===== src/rtl/seg_pkg.sv =====
`default_nettype none
// +----------------------------------------------------------------------+
// | seg_pkg                                                              |
// | Shared glyph table, blank constant and scan-state type for the       |
// | multiplexed seven-segment scanner.                                   |
// | Rev 1.0                                                              |
// +----------------------------------------------------------------------+
package seg_pkg;

  localparam logic [6:0] SEG_BLANK = 7'h00;

  // Index is the nibble value; bit0 = segment a ... bit6 = segment g.
  localparam logic [15:0][6:0] SEG_GLYPH = {
    7'h71, 7'h79, 7'h5E, 7'h39, 7'h7C, 7'h77, 7'h6F, 7'h7F,
    7'h07, 7'h7D, 7'h6D, 7'h66, 7'h4F, 7'h5B, 7'h06, 7'h3F
  };

  typedef enum logic [0:0] {
    ST_SHOW  = 1'b0,
    ST_BLANK = 1'b1
  } scan_state_t;

endpackage
`default_nettype wire


===== src/rtl/hex7seg_dec.sv =====
`default_nettype none
// +----------------------------------------------------------------------+
// | hex7seg_dec                                                          |
// | Combinational nibble to seven-segment glyph decoder.                 |
// | Rev 1.0                                                              |
// +----------------------------------------------------------------------+
module hex7seg_dec
  import seg_pkg::*;
(
  input  logic [3:0] nibble_i,
  output logic [6:0] seg_o
);

  always_comb begin
    seg_o = SEG_GLYPH[nibble_i];
  end

endmodule
`default_nettype wire


===== src/rtl/seg_scan_display.sv =====
`default_nettype none
// +----------------------------------------------------------------------+
// | seg_scan_display                                                     |
// | Multiplexed hex display scanner with blanking gap, frame-aligned     |
// | value update and leading-zero suppression.                           |
// | Rev 1.0                                                              |
// +----------------------------------------------------------------------+
module seg_scan_display
  import seg_pkg::*;
#(
  parameter int NUM_DIGITS   = 4,
  parameter int DWELL_CYCLES = 2000,
  parameter int BLANK_CYCLES = 16
) (
  input  logic                    clk,
  input  logic                    rst,
  input  logic                    en,
  input  logic                    load,
  input  logic [4*NUM_DIGITS-1:0] in_data,
  input  logic [NUM_DIGITS-1:0]   dp_in,
  input  logic                    lz_suppress,
  output logic [6:0]              data_out,
  output logic                    dp_out,
  output logic [NUM_DIGITS-1:0]   seg_sel,
  output logic                    frame_ack
);

  localparam int IW = $clog2(NUM_DIGITS);
  localparam int DW = (DWELL_CYCLES > 1) ? $clog2(DWELL_CYCLES) : 1;
  localparam int BW = (BLANK_CYCLES > 1) ? $clog2(BLANK_CYCLES) : 1;

  localparam logic [IW-1:0]         IDX_LAST   = IW'(NUM_DIGITS - 1);
  localparam logic [DW-1:0]         DWELL_LAST = DW'(DWELL_CYCLES - 1);
  localparam logic [BW-1:0]         BLANK_LAST = BW'(BLANK_CYCLES - 1);
  localparam logic [NUM_DIGITS-1:0] SEL_ONE    = NUM_DIGITS'(1);

  scan_state_t             state_q;
  logic [IW-1:0]           idx_q;
  logic [DW-1:0]           dwell_q;
  logic [BW-1:0]           blank_q;
  logic [4*NUM_DIGITS-1:0] active_q, active_d;
  logic [NUM_DIGITS-1:0]   active_dp_q, active_dp_d;
  logic [4*NUM_DIGITS-1:0] shadow_q, shadow_d;
  logic [NUM_DIGITS-1:0]   shadow_dp_q, shadow_dp_d;
  logic                    pending_q, pending_d;
  logic                    frame_ack_q, frame_ack_d;
  logic [6:0]              data_out_q;
  logic                    dp_out_q;
  logic [NUM_DIGITS-1:0]   seg_sel_q;

  logic                    w_commit;
  logic [3:0]              w_nibble;
  logic [6:0]              w_seg;
  logic [NUM_DIGITS-1:0]   w_zero_from;
  logic                    w_run;
  logic                    w_lz_blank;
  logic [NUM_DIGITS-1:0]   w_sel;

  // Last blank cycle after the final digit is the only point the value may change.
  assign w_commit = en && (state_q == ST_BLANK) && (idx_q == IDX_LAST) &&
                    (blank_q == BLANK_LAST);

  assign w_nibble = active_q[{idx_q, 2'b00} +: 4];
  assign w_sel    = SEL_ONE << idx_q;

  hex7seg_dec u_dec (
    .nibble_i (w_nibble),
    .seg_o    (w_seg)
  );

  // w_zero_from[i] is set when nibble i and every nibble above it are zero.
  always_comb begin
    w_zero_from = '0;
    w_run       = 1'b1;
    for (int i = NUM_DIGITS - 1; i >= 0; i--) begin
      w_run          = w_run && (active_q[4*i +: 4] == 4'h0);
      w_zero_from[i] = w_run;
    end
  end

  assign w_lz_blank = lz_suppress && (idx_q != '0) && w_zero_from[idx_q];

  always_comb begin
    active_d    = active_q;
    active_dp_d = active_dp_q;
    shadow_d    = shadow_q;
    shadow_dp_d = shadow_dp_q;
    pending_d   = pending_q;
    frame_ack_d = 1'b0;
    if (w_commit && load) begin
      active_d    = in_data;
      active_dp_d = dp_in;
      pending_d   = 1'b0;
      frame_ack_d = 1'b1;
    end else if (w_commit && pending_q) begin
      active_d    = shadow_q;
      active_dp_d = shadow_dp_q;
      pending_d   = 1'b0;
      frame_ack_d = 1'b1;
    end else if (load) begin
      shadow_d    = in_data;
      shadow_dp_d = dp_in;
      pending_d   = 1'b1;
    end
  end

  always_ff @(posedge clk) begin
    if (rst) begin
      state_q     <= ST_SHOW;
      idx_q       <= '0;
      dwell_q     <= '0;
      blank_q     <= '0;
      active_q    <= '0;
      active_dp_q <= '0;
      shadow_q    <= '0;
      shadow_dp_q <= '0;
      pending_q   <= 1'b0;
      frame_ack_q <= 1'b0;
      data_out_q  <= SEG_BLANK;
      dp_out_q    <= 1'b0;
      seg_sel_q   <= '0;
    end else begin
      active_q    <= active_d;
      active_dp_q <= active_dp_d;
      shadow_q    <= shadow_d;
      shadow_dp_q <= shadow_dp_d;
      pending_q   <= pending_d;
      frame_ack_q <= frame_ack_d;
      if (!en) begin
        state_q    <= ST_SHOW;
        idx_q      <= '0;
        dwell_q    <= '0;
        blank_q    <= '0;
        data_out_q <= SEG_BLANK;
        dp_out_q   <= 1'b0;
        seg_sel_q  <= '0;
      end else begin
        case (state_q)
          ST_SHOW: begin
            seg_sel_q  <= w_sel;
            data_out_q <= w_lz_blank ? SEG_BLANK : w_seg;
            dp_out_q   <= active_dp_q[idx_q];
            if (dwell_q == DWELL_LAST) begin
              dwell_q <= '0;
              state_q <= ST_BLANK;
            end else begin
              dwell_q <= dwell_q + 1'b1;
            end
          end
          ST_BLANK: begin
            seg_sel_q  <= '0;
            data_out_q <= SEG_BLANK;
            dp_out_q   <= 1'b0;
            if (blank_q == BLANK_LAST) begin
              blank_q <= '0;
              state_q <= ST_SHOW;
              idx_q   <= (idx_q == IDX_LAST) ? '0 : idx_q + 1'b1;
            end else begin
              blank_q <= blank_q + 1'b1;
            end
          end
          default: state_q <= ST_SHOW;
        endcase
      end
    end
  end

  assign data_out  = data_out_q;
  assign dp_out    = dp_out_q;
  assign seg_sel   = seg_sel_q;
  assign frame_ack = frame_ack_q;

endmodule
`default_nettype wire


===== config.mk =====
export PLATFORM = sky130hd
export DESIGN_NAME = seg_scan_display
export DESIGN_NICKNAME = d
export VERILOG_FILES = /design/src/rtl/seg_pkg.sv /design/src/rtl/hex7seg_dec.sv /design/src/rtl/seg_scan_display.sv
export SDC_FILE = /design/constraint.sdc
export NUM_CORES = 1
export LEC_CHECK = 0
export CORE_MARGIN = 2
export CORE_UTILIZATION = 40
export DETAILED_ROUTE_END_ITERATION = 6
export PLACE_DENSITY = 0.7
export SYNTH_ARGS = -nofsm -noshare
export SYNTH_HDL_FRONTEND = slang
export SYNTH_SLANG_ARGS = --single-unit

===== constraint.sdc =====
create_clock -name clk -period 3.22 [get_ports clk]
set_clock_uncertainty 0.1 [all_clocks]
set_input_delay 0.644 -clock clk [delete_from_list [all_inputs] [get_ports clk]]
set_output_delay 0.644 -clock clk [all_outputs]
set_load 0.02 [all_outputs]

==> flow_summary.toml, run 1 <==
[yosys]
synth.distinct_cells = 40
synth_edf_count = 0
netlist.area_leader.share = 0.4557
yosysMostFrequentCell = "dfxtp_1"
avgSynthCellArea_um2 = 8.762
ys_async_sr_fraction = 0
synth_top_area_cell = "dfxtp_1"
synth_area_leaders = "dfxtp_1 (46%), nand2_1 (7.0%), a21oi_1 (4.7%)"
netlist_area_um2 = 3163
ys_warn_count = 0
ys_seq_area_frac = 0.4557
ys.flop_type = "dfxtp_1"
yosys-top-cells-count = "dfxtp_1 (72), nand2_1 (59), nor2_1 (39), a21oi_1 (30), o22ai_1 (20)"
synthCells = 361
synth_seq_cells = 72
synthesis.nets = 397

[detailed_routing]
drt_wl_total_mm = 6.573
vias = 2618
dr.pass1.iters = 4
ant_nets = 0
dr.first_iter.drc_count = 87
drc = 0
wl_per_cell_um = 13.07
vias_per_cell = 5.205

[critical_path]
path_class = "flop to flop"
max_stage_delay_ns = 0.71
crit_family = "flip-flops"
critPathBufInv = 1
start_kind = "flop"
crit_fanout = 14
cpMaxStageDelayCell = "dfxtp_1"
cp.required_ns = 3.37
cp-end-kind = "flop"
path_cells = "mux4_2 > inv_1 > ha_1 > nor2_1 > a211oi_1 > a311oi_1"
critPathArrivalTime_ns = 2.58

[sta]
rsz0062_at_grt = "no"
timing.final.crit_share = 0.7549
final.min_clock_period_ns = 2.431
maxSlewViolCount = 0
worstMarginPinSlew_ns = 1.257
clock.fmax_mhz = 411.4
slew-limit-headroom = 0.1592
hold_viol = 0
tns_ns = 0
finalSetupViolCount = 0
fin_ws_ns = 0.7891

[floorplanning]
placeableCoreArea_um2 = 7687
start_util = 0.4115
rows = 32
fp.dieH_um = 92.93
fp.dieW_um = 92.93
io_pins = 38
dieArea_um2 = 8635

[cts]
cts_setup_buffers = 0
cts_root_buf = "clkbuf_8"
insertion_delay_ns = 0.35
post_cts_resized = 0
htree_levels = 3
clkSinkCount = 72
tritoncts = "built"
clockBufferDepth = 2
cts.hold.buffers_added = 0
clk_pin_slew_ns = 0.07
cts_buffers = 9

[power_and_ir_drop]
powerDensity_nw_per_um2 = 442.1
seq_power_share = 0.551
peakVddDrop_v = 0.0002332
p_leak_nw = 1.427
combPwrFrac = 0.076
p_total_mw = 1.669
p_int_mw = 1.270
p_sw_frac = 0.2390
p_sw_mw = 0.3988
power_frac_clock = 0.373

[layout]
fin_nets = 432
finalNonFillerCells = 503
area_growth_pct = 19.34
drive_gt1_frac = 0.06983
postLayoutCoreUtil = 0.4910
antenna_cells = 0

[placed_design]
place_ws_ns = 0.4857
portBuffers = 37
hpwl_mm = 4.587
place_congestion = 0.7943
placedCellCount = 487

[job]
maxCapViolCount = 0

[grt]
grt-ovfl-total = 0
first_global_vias = 2389
grt_max_degree = 44
grt_use_total = 0.1608
grt_pass1_wl_mm = 10.98
antenna_found_initial = 0

[status]
status = "completed"

[hold_path]
hp-class = "flop to flop"
## power groups by stage
| stage | combinational [mW] | clock [mW] | sequential [mW] |
|---|---|---|---|
| 2_1_floorplan | 0.0602 | 0 | 0.945 |
| 3_3_place_gp | 0.126 | 0 | 0.939 |
| 6_report | 0.126 | 0.623 | 0.920 |
| 5_1_grt | 0.139 | 0.673 | 0.921 |
| 4_1_cts | 0.127 | 0.637 | 0.919 |
| 3_5_place_dp | 0.126 | 0 | 0.940 |
## worst paths after layout
kind | from | end | slack (ns) | cells after the start
setup / recovery | idx_q[0] | data_out[1] | 0.79 | 6
hold / removal | shadow_q[2] | shadow_q[2] | 0.36 | 2
setup reg to reg | idx_q[0] | data_out[1] | 0.79 | 6
hold reg to reg | shadow_q[2] | shadow_q[2] | 0.36 | 2
## cell families after synthesis
kind of cell               Yosys count  synth area share
and+or+nand+nor                    143            0.2073
AOI/OAI and AO/OA                   85            0.1669
DFF                                 72            0.4557
buffers and inverters               26           0.03916
muxes                               13           0.05696
xor gates and xnor gates            11           0.03046
adders and majority gates           11           0.04351
## tightest hold or removal path: cells and delay by family, from the launching register on
kind	cells	cell delay, ns
simple gates	1	0.05
flops	1	0.31
compound gates	1	0.05
## layout by cell type (no fill, tap or decap), drive strengths merged, types with 2 or more instances in the layout
cell type,count
nor2,39
nor4,3
or4,2
ha,11
nor3,12
nor2b,2
o21ai,7
xnor2,3
o22ai,20
nand2b,8
mux2,4
nand3b,2
clkdlybuf4s50,37
clkbuf,13
dfxtp,72
mux2i,6
a211oi,15
xor2,8
nand4,5
buf,6
inv,6
a22oi,7
mux4,3
a21oi,30
nand2,59
a311oi,2
o211ai,2
or3,4
clkinv,3
nand3,3
## stage by stage
| stage | area, µm² | hold WS [ns] |
|---|---|---|
| 4_1_cts | 3775 | 0.3569 |
| 5_1_grt | 3775 | 0.3687 |
| 3_5_place_dp | 3608 | 0.3466 |
| 6_report | 3775 | 0.3589 |
| 3_3_place_gp | 3608 | 0.3416 |
| 2_1_floorplan | 3163 | 0.3365 |
## metal layers
layer  share of wire  routed length (µm)  vias up  track usage
met4           0.014                  89        0      0.06250
met2            0.46                3030       49       0.2566
met1            0.48                3166     1209       0.2016
met3           0.044                 287        9      0.05207
met5               0                   0        -            0
li1                -                   -     1351            -
## flip-flops by register name (all words and copies together) (netlist names)
| register | flops |
|---|---|
| state_q | 1 |
| frame_ack | 1 |
| seg_sel | 4 |
| idx_q | 2 |
| dwell_q | 11 |
| shadow_dp_q | 4 |
| pending_q | 1 |
| active_dp_q | 4 |
| dp_out | 1 |
| shadow_q | 16 |
| active_q | 16 |
| data_out | 7 |
| blank_q | 4 |
## cell type report
cell class                      count  area (µm²)
Tap cell                          102       127.6
Clock buffer                       13       148.9
Sequential cell                    72        1441
Clock inverter                      3       17.52
Timing Repair Buffer               43       415.4
Multi-Input combinational cell    263        1598
Inverter                            7       26.28
Fill cell                         752        3913
No activity file was read; power rests on OpenSTA's default activity.
==> inputs of run 2 (changes only) <==
--- a/config.mk
+++ b/config.mk
@@ -8,7 +8,7 @@
 export CORE_MARGIN = 2
 export CORE_UTILIZATION = 40
 export DETAILED_ROUTE_END_ITERATION = 6
-export PLACE_DENSITY = 0.7
+export PLACE_DENSITY = 0.73
 export SYNTH_ARGS = -nofsm -noshare
 export SYNTH_HDL_FRONTEND = slang
 export SYNTH_SLANG_ARGS = --single-unit
==> constraint.sdc (replaced) <==
create_clock -name clk -period 2.1 [get_ports clk]
set_clock_uncertainty 0.1 [all_clocks]
set_input_delay 0.42 -clock clk [delete_from_list [all_inputs] [get_ports clk]]
set_output_delay 0.42 -clock clk [all_outputs]
set_load 0.02 [all_outputs]
==> flow_summary.toml, run 2 (synthesized netlist as in run 1, its figures left out) <==
[cts]
tritoncts = "built"
clkSinkCount = 72
cts_root_buf = "clkbuf_8"
insertion_delay_ns = 0.35
cts.hold.buffers_added = 0
htree_levels = 3
cts_buffers = 9
clockBufferDepth = 2
clk_pin_slew_ns = 0.08

[detailed_routing]
dr.pass1.iters = 5
ant_nets = 0
vias_per_cell = 5.208
dr.first_iter.drc_count = 88
drt_wl_total_mm = 6.709
vias = 2703
wl_per_cell_um = 12.93
drc = 0

[power_and_ir_drop]
peakVddDrop_v = 0.0003677
p_total_mw = 2.616
powerDensity_nw_per_um2 = 666.2
p_leak_nw = 1.512

[layout]
fin_nets = 448
fill_cells = 738
drive_gt1_frac = 0.1247
postLayoutCoreUtil = 0.5107
antenna_cells = 0
layout_common_cells = "dfxtp_1 (70), nand2_1 (59), nor2_1 (39)"
reg_top3 = "active_q x16, shadow_q x16, dwell_q x11"
final_common_cell = "dfxtp_1"
area_growth_pct = 24.13

[critical_path]
critPathArrivalTime_ns = 2.11
cp-end-kind = "flop"
start_kind = "flop"
path_cells = "buf_4 > mux2_2 > nand2_1 > or3b_1 > a21o_1 > a21oi_1"
crit_start = "idx_q[0]"
r2r_start = "idx_q[0]"
crit_fanout = 9
cpMaxStageDelayCell = "mux2_2"
path_class = "flop to flop"
crit_family = "simple AND/OR/NAND/NOR gates"
critPathBufInv = 1
cp.required_ns = 2.27
max_stage_delay_ns = 0.40

[sta]
clock.fmax_mhz = 514.9
timing.final.crit_share = 0.9248
slew-limit-headroom = 0.7134
tns_ns = 0
rsz0062_at_grt = "no"
worstMarginPinSlew_ns = 0.4299
finalSetupViolCount = 0
final.min_clock_period_ns = 1.942
fin_ws_ns = 0.1579
maxSlewViolCount = 0
hold_viol = 0

[placed_design]
hpwl_mm = 4.938
portBuffers = 37
place_congestion = 0.8425
place_ws_ns = -0.01012

[floorplanning]
rows = 32
fp.dieW_um = 92.93
io_pins = 38
start_util = 0.4115
placeableCoreArea_um2 = 7687
fp.dieH_um = 92.93
dieArea_um2 = 8635

[hold_path]
hp-class = "flop to flop"
hold_start = "shadow_q[8]"

[grt]
grt-ovfl-total = 0
antenna_found_initial = 0
grt_pass1_wl_mm = 11.58
grt_use_total = 0.1672
first_global_vias = 2540
grt_max_degree = 25

[status]
status = "completed"

[job]
maxCapViolCount = 0
## run 2: cell count changes in the layout (fill, tap and decap cells not counted)
cell       previous run  this run
a2bb2oi_1             1         0
dfxtp_2               0         2
a2bb2oi_2             0         1
buf_4                 6        22
dfxtp_1              72        70
clkbuf_1              3         0
clkinv_4              0         2
mux2i_2               0         2
mux2i_1               6         4
inv_6                 0         1
## run 2: power by group
| part | switching, mW | internal (mW) |
|---|---|---|
| Sequential | 0.0136 | 1.40 |
| Clock | 0.535 | 0.464 |
| Combinational | 0.104 | 0.103 |
| Total | 0.653 | 1.96 |
## run 2: path summary, 6_finish.rpt
kind | endpoint | slack [ns] | cells past startpoint
worst max-delay path | data_out[0] | 0.16 | 6
worst min-delay path | shadow_q[8] | 0.36 | 2
worst max register to register | data_out[0] | 0.16 | 6
worst min register to register | shadow_q[8] | 0.36 | 2
## run 2: what timing repair did
action	in CTS	in global routing
setup buffers	0	0
endpoints found under the hold margin	0	0
resized for setup	0	5
endpoints found under the setup margin	0	7
## run 2: routing by layer
metal	GRT usage	vias up	share of wire	routed length, µm
li1	-	1383	-	-
met1	0.2119	1254	0.48	3193
met2	0.2675	56	0.47	3125
met3	0.04557	10	0.042	280
met4	0.07108	0	0.016	110
met5	0	-	0	0
## run 2: through the flow
stage | hold slack, ns | cell area (µm²) | std cells
after CTS | 0.3582 | 3910 | 519
final | 0.3586 | 3926 | 519
after detailed placement | 0.3466 | 3729 | 503
after global placement | 0.3409 | 3729 | 503
after global routing | 0.3799 | 3926 | 519
after floorplan | 0.3365 | 3163 | 361
## run 2: worst reg2reg max path, stage by stage, from the launching register on
cell and delay (ns):
dfxtp_2 0.38, buf_4 0.20, mux2_2 0.40, nand2_1 0.11, or3b_1 0.37, a21o_1 0.19, a21oi_1 0.13
## run 2: layout make-up
type / count / area [µm²] / area share
Inverter: 7 / 26.28 / 0.006692
Timing Repair Buffer: 59 / 535.5 / 0.1364
Tap cell: 102 / 127.6 / 0.03250
Clock buffer: 10 / 137.6 / 0.03505
Clock inverter: 6 / 43.79 / 0.01115
Sequential cell: 72 / 1444 / 0.3677
Multi-Input combinational cell: 263 / 1612 / 0.4105
==> inputs of run 3 (changes only) <==
--- a/config.mk
+++ b/config.mk
@@ -5,10 +5,12 @@
 export SDC_FILE = /design/constraint.sdc
 export NUM_CORES = 1
 export LEC_CHECK = 0
+export CELL_PAD_IN_SITES_DETAIL_PLACEMENT = 0
+export CELL_PAD_IN_SITES_GLOBAL_PLACEMENT = 1
 export CORE_MARGIN = 2
-export CORE_UTILIZATION = 40
+export CORE_UTILIZATION = 38
 export DETAILED_ROUTE_END_ITERATION = 6
-export PLACE_DENSITY = 0.73
+export PLACE_DENSITY = 0.86
 export SYNTH_ARGS = -nofsm -noshare
 export SYNTH_HDL_FRONTEND = slang
 export SYNTH_SLANG_ARGS = --single-unit
==> flow_summary.toml, run 3 (synthesized netlist as in run 1, its figures left out) <==
[floorplanning]
placeableCoreArea_um2 = 8134
dieArea_um2 = 9070
fp.dieW_um = 95.24
rows = 33
io_pins = 38
start_util = 0.3889
fp.dieH_um = 95.24

[hold_path]
hp-class = "flop to flop"

[power_and_ir_drop]
powerDensity_nw_per_um2 = 684.7
p_int_mw = 2.085
p_sw_frac = 0.2314
power_frac_clock = 0.403
seq_power_share = 0.519
p_leak_nw = 1.521
peakVddDrop_v = 0.0003464
combPwrFrac = 0.077
p_sw_mw = 0.6277

[layout]
finalInstanceArea_um2 = 3963
layout_common_cells = "dfxtp_1 (70), nand2_1 (59), nor2_1 (39)"
final_common_cell = "dfxtp_1"
fin_nets = 446
postLayoutCoreUtil = 0.4872
area_growth_pct = 25.28
antenna_cells = 0
fill_cells = 785
drive_gt1_frac = 0.1108
reg_top3 = "active_q x16, shadow_q x16, dwell_q x11"

[cts]
cts_root_buf = "clkbuf_8"
insertion_delay_ns = 0.35
clockBufferDepth = 2
clk_pin_slew_ns = 0.07
cts_buffers = 9
cts_setup_buffers = 0
clkSinkCount = 72
cts.hold.buffers_added = 0
tritoncts = "built"
post_cts_resized = 0
htree_levels = 3

[detailed_routing]
vias_per_cell = 5.179
dr.pass1.iters = 4
wl_per_cell_um = 13.34
dr.first_iter.drc_count = 96
ant_nets = 0
vias = 2693
drc = 0
drt_wl_total_mm = 6.939

[sta]
tns_ns = 0
hold_viol = 0
timing.final.crit_share = 0.9282
worstMarginPinSlew_ns = 0.4827
slew-limit-headroom = 0.6690
rsz0062_at_grt = "no"
clock.fmax_mhz = 513.0
finalSetupViolCount = 0
maxSlewViolCount = 0
final.min_clock_period_ns = 1.949
holdWs_ns = 0.3574

[grt]
grt_pass1_wl_mm = 11.99
antenna_found_initial = 0
grt_use_total = 0.1688
grt-ovfl-total = 0
first_global_vias = 2653
grt_max_degree = 30

[placed_design]
portBuffers = 37
hpwl_mm = 5.012
placed_cell_area_um2 = 3755
place_congestion = 0.8004

[critical_path]
start_kind = "flop"
critPathArrivalTime_ns = 2.07
path_class = "flop to flop"
crit_fanout = 9
cp.required_ns = 2.22
cp-end-kind = "flop"

[job]
maxCapViolCount = 0

[status]
status = "completed"
run 3: cell count changes in the layout (fill, tap and decap cells not counted), moves of 2 or more:
cell      change
clkinv_2      -2
mux2i_1       +2
mux2i_2       -2
buf_12        +3
clkbuf_1      +2
buf_4         -5
run 3: worst max-delay path: stages (launching register included):
cell     delay, ns
dfxtp_2       0.38
buf_4         0.19
mux2_2        0.38
mux2i_1       0.42
nand2_1       0.15
a21oi_1       0.15
nor3_1        0.06
run 3: layout make-up:
cell class	instances	area, µm²	area share
Clock buffer	12	145.1	0.03663
Clock inverter	4	53.80	0.01358
Inverter	7	26.28	0.006631
Multi-Input combinational cell	263	1604	0.4048
Sequential cell	72	1444	0.3644
Tap cell	105	131.4	0.03315
Timing Repair Buffer	57	558.0	0.1408
run 3: through the flow:
step | power, mW | cells | setup WS, ns
2_1_floorplan | 1.541 | 361 | 0.05200
3_3_place_gp | 1.647 | 504 | 0.05179
3_5_place_dp | 1.652 | 504 | -0.07815
4_1_cts | 2.735 | 520 | 0.02769
5_1_grt | 2.832 | 520 | 0.02646
6_report | 2.713 | 520 | 0.1508
run 3: final timing paths:
path              cells after the start  slack [ns]     endpoint   startpoint
hold reg to reg                       2        0.36  shadow_q[1]  shadow_q[1]
setup reg to reg                      6        0.15  data_out[6]     idx_q[0]
hold / removal                        2        0.36  shadow_q[1]  shadow_q[1]
setup / recovery                      6        0.15  data_out[6]     idx_q[0]
run 3: power by group through the flow:
stage	Clock (mW)	Combinational (mW)	Sequential, mW
after floorplan	0	0.0923	1.45
after global placement	0	0.207	1.44
after detailed placement	0	0.211	1.44
after CTS	1.11	0.212	1.41
after global routing	1.19	0.231	1.41
final	1.09	0.210	1.41
run 3: per-layer routing:
metal / track usage / share of wire / wire, µm
met5: 0 / 0 / 0
met1: 0.2156 / 0.47 / 3238
met4: 0.09662 / 0.033 / 229
met2: 0.2664 / 0.46 / 3163
met3: 0.03162 / 0.044 / 307
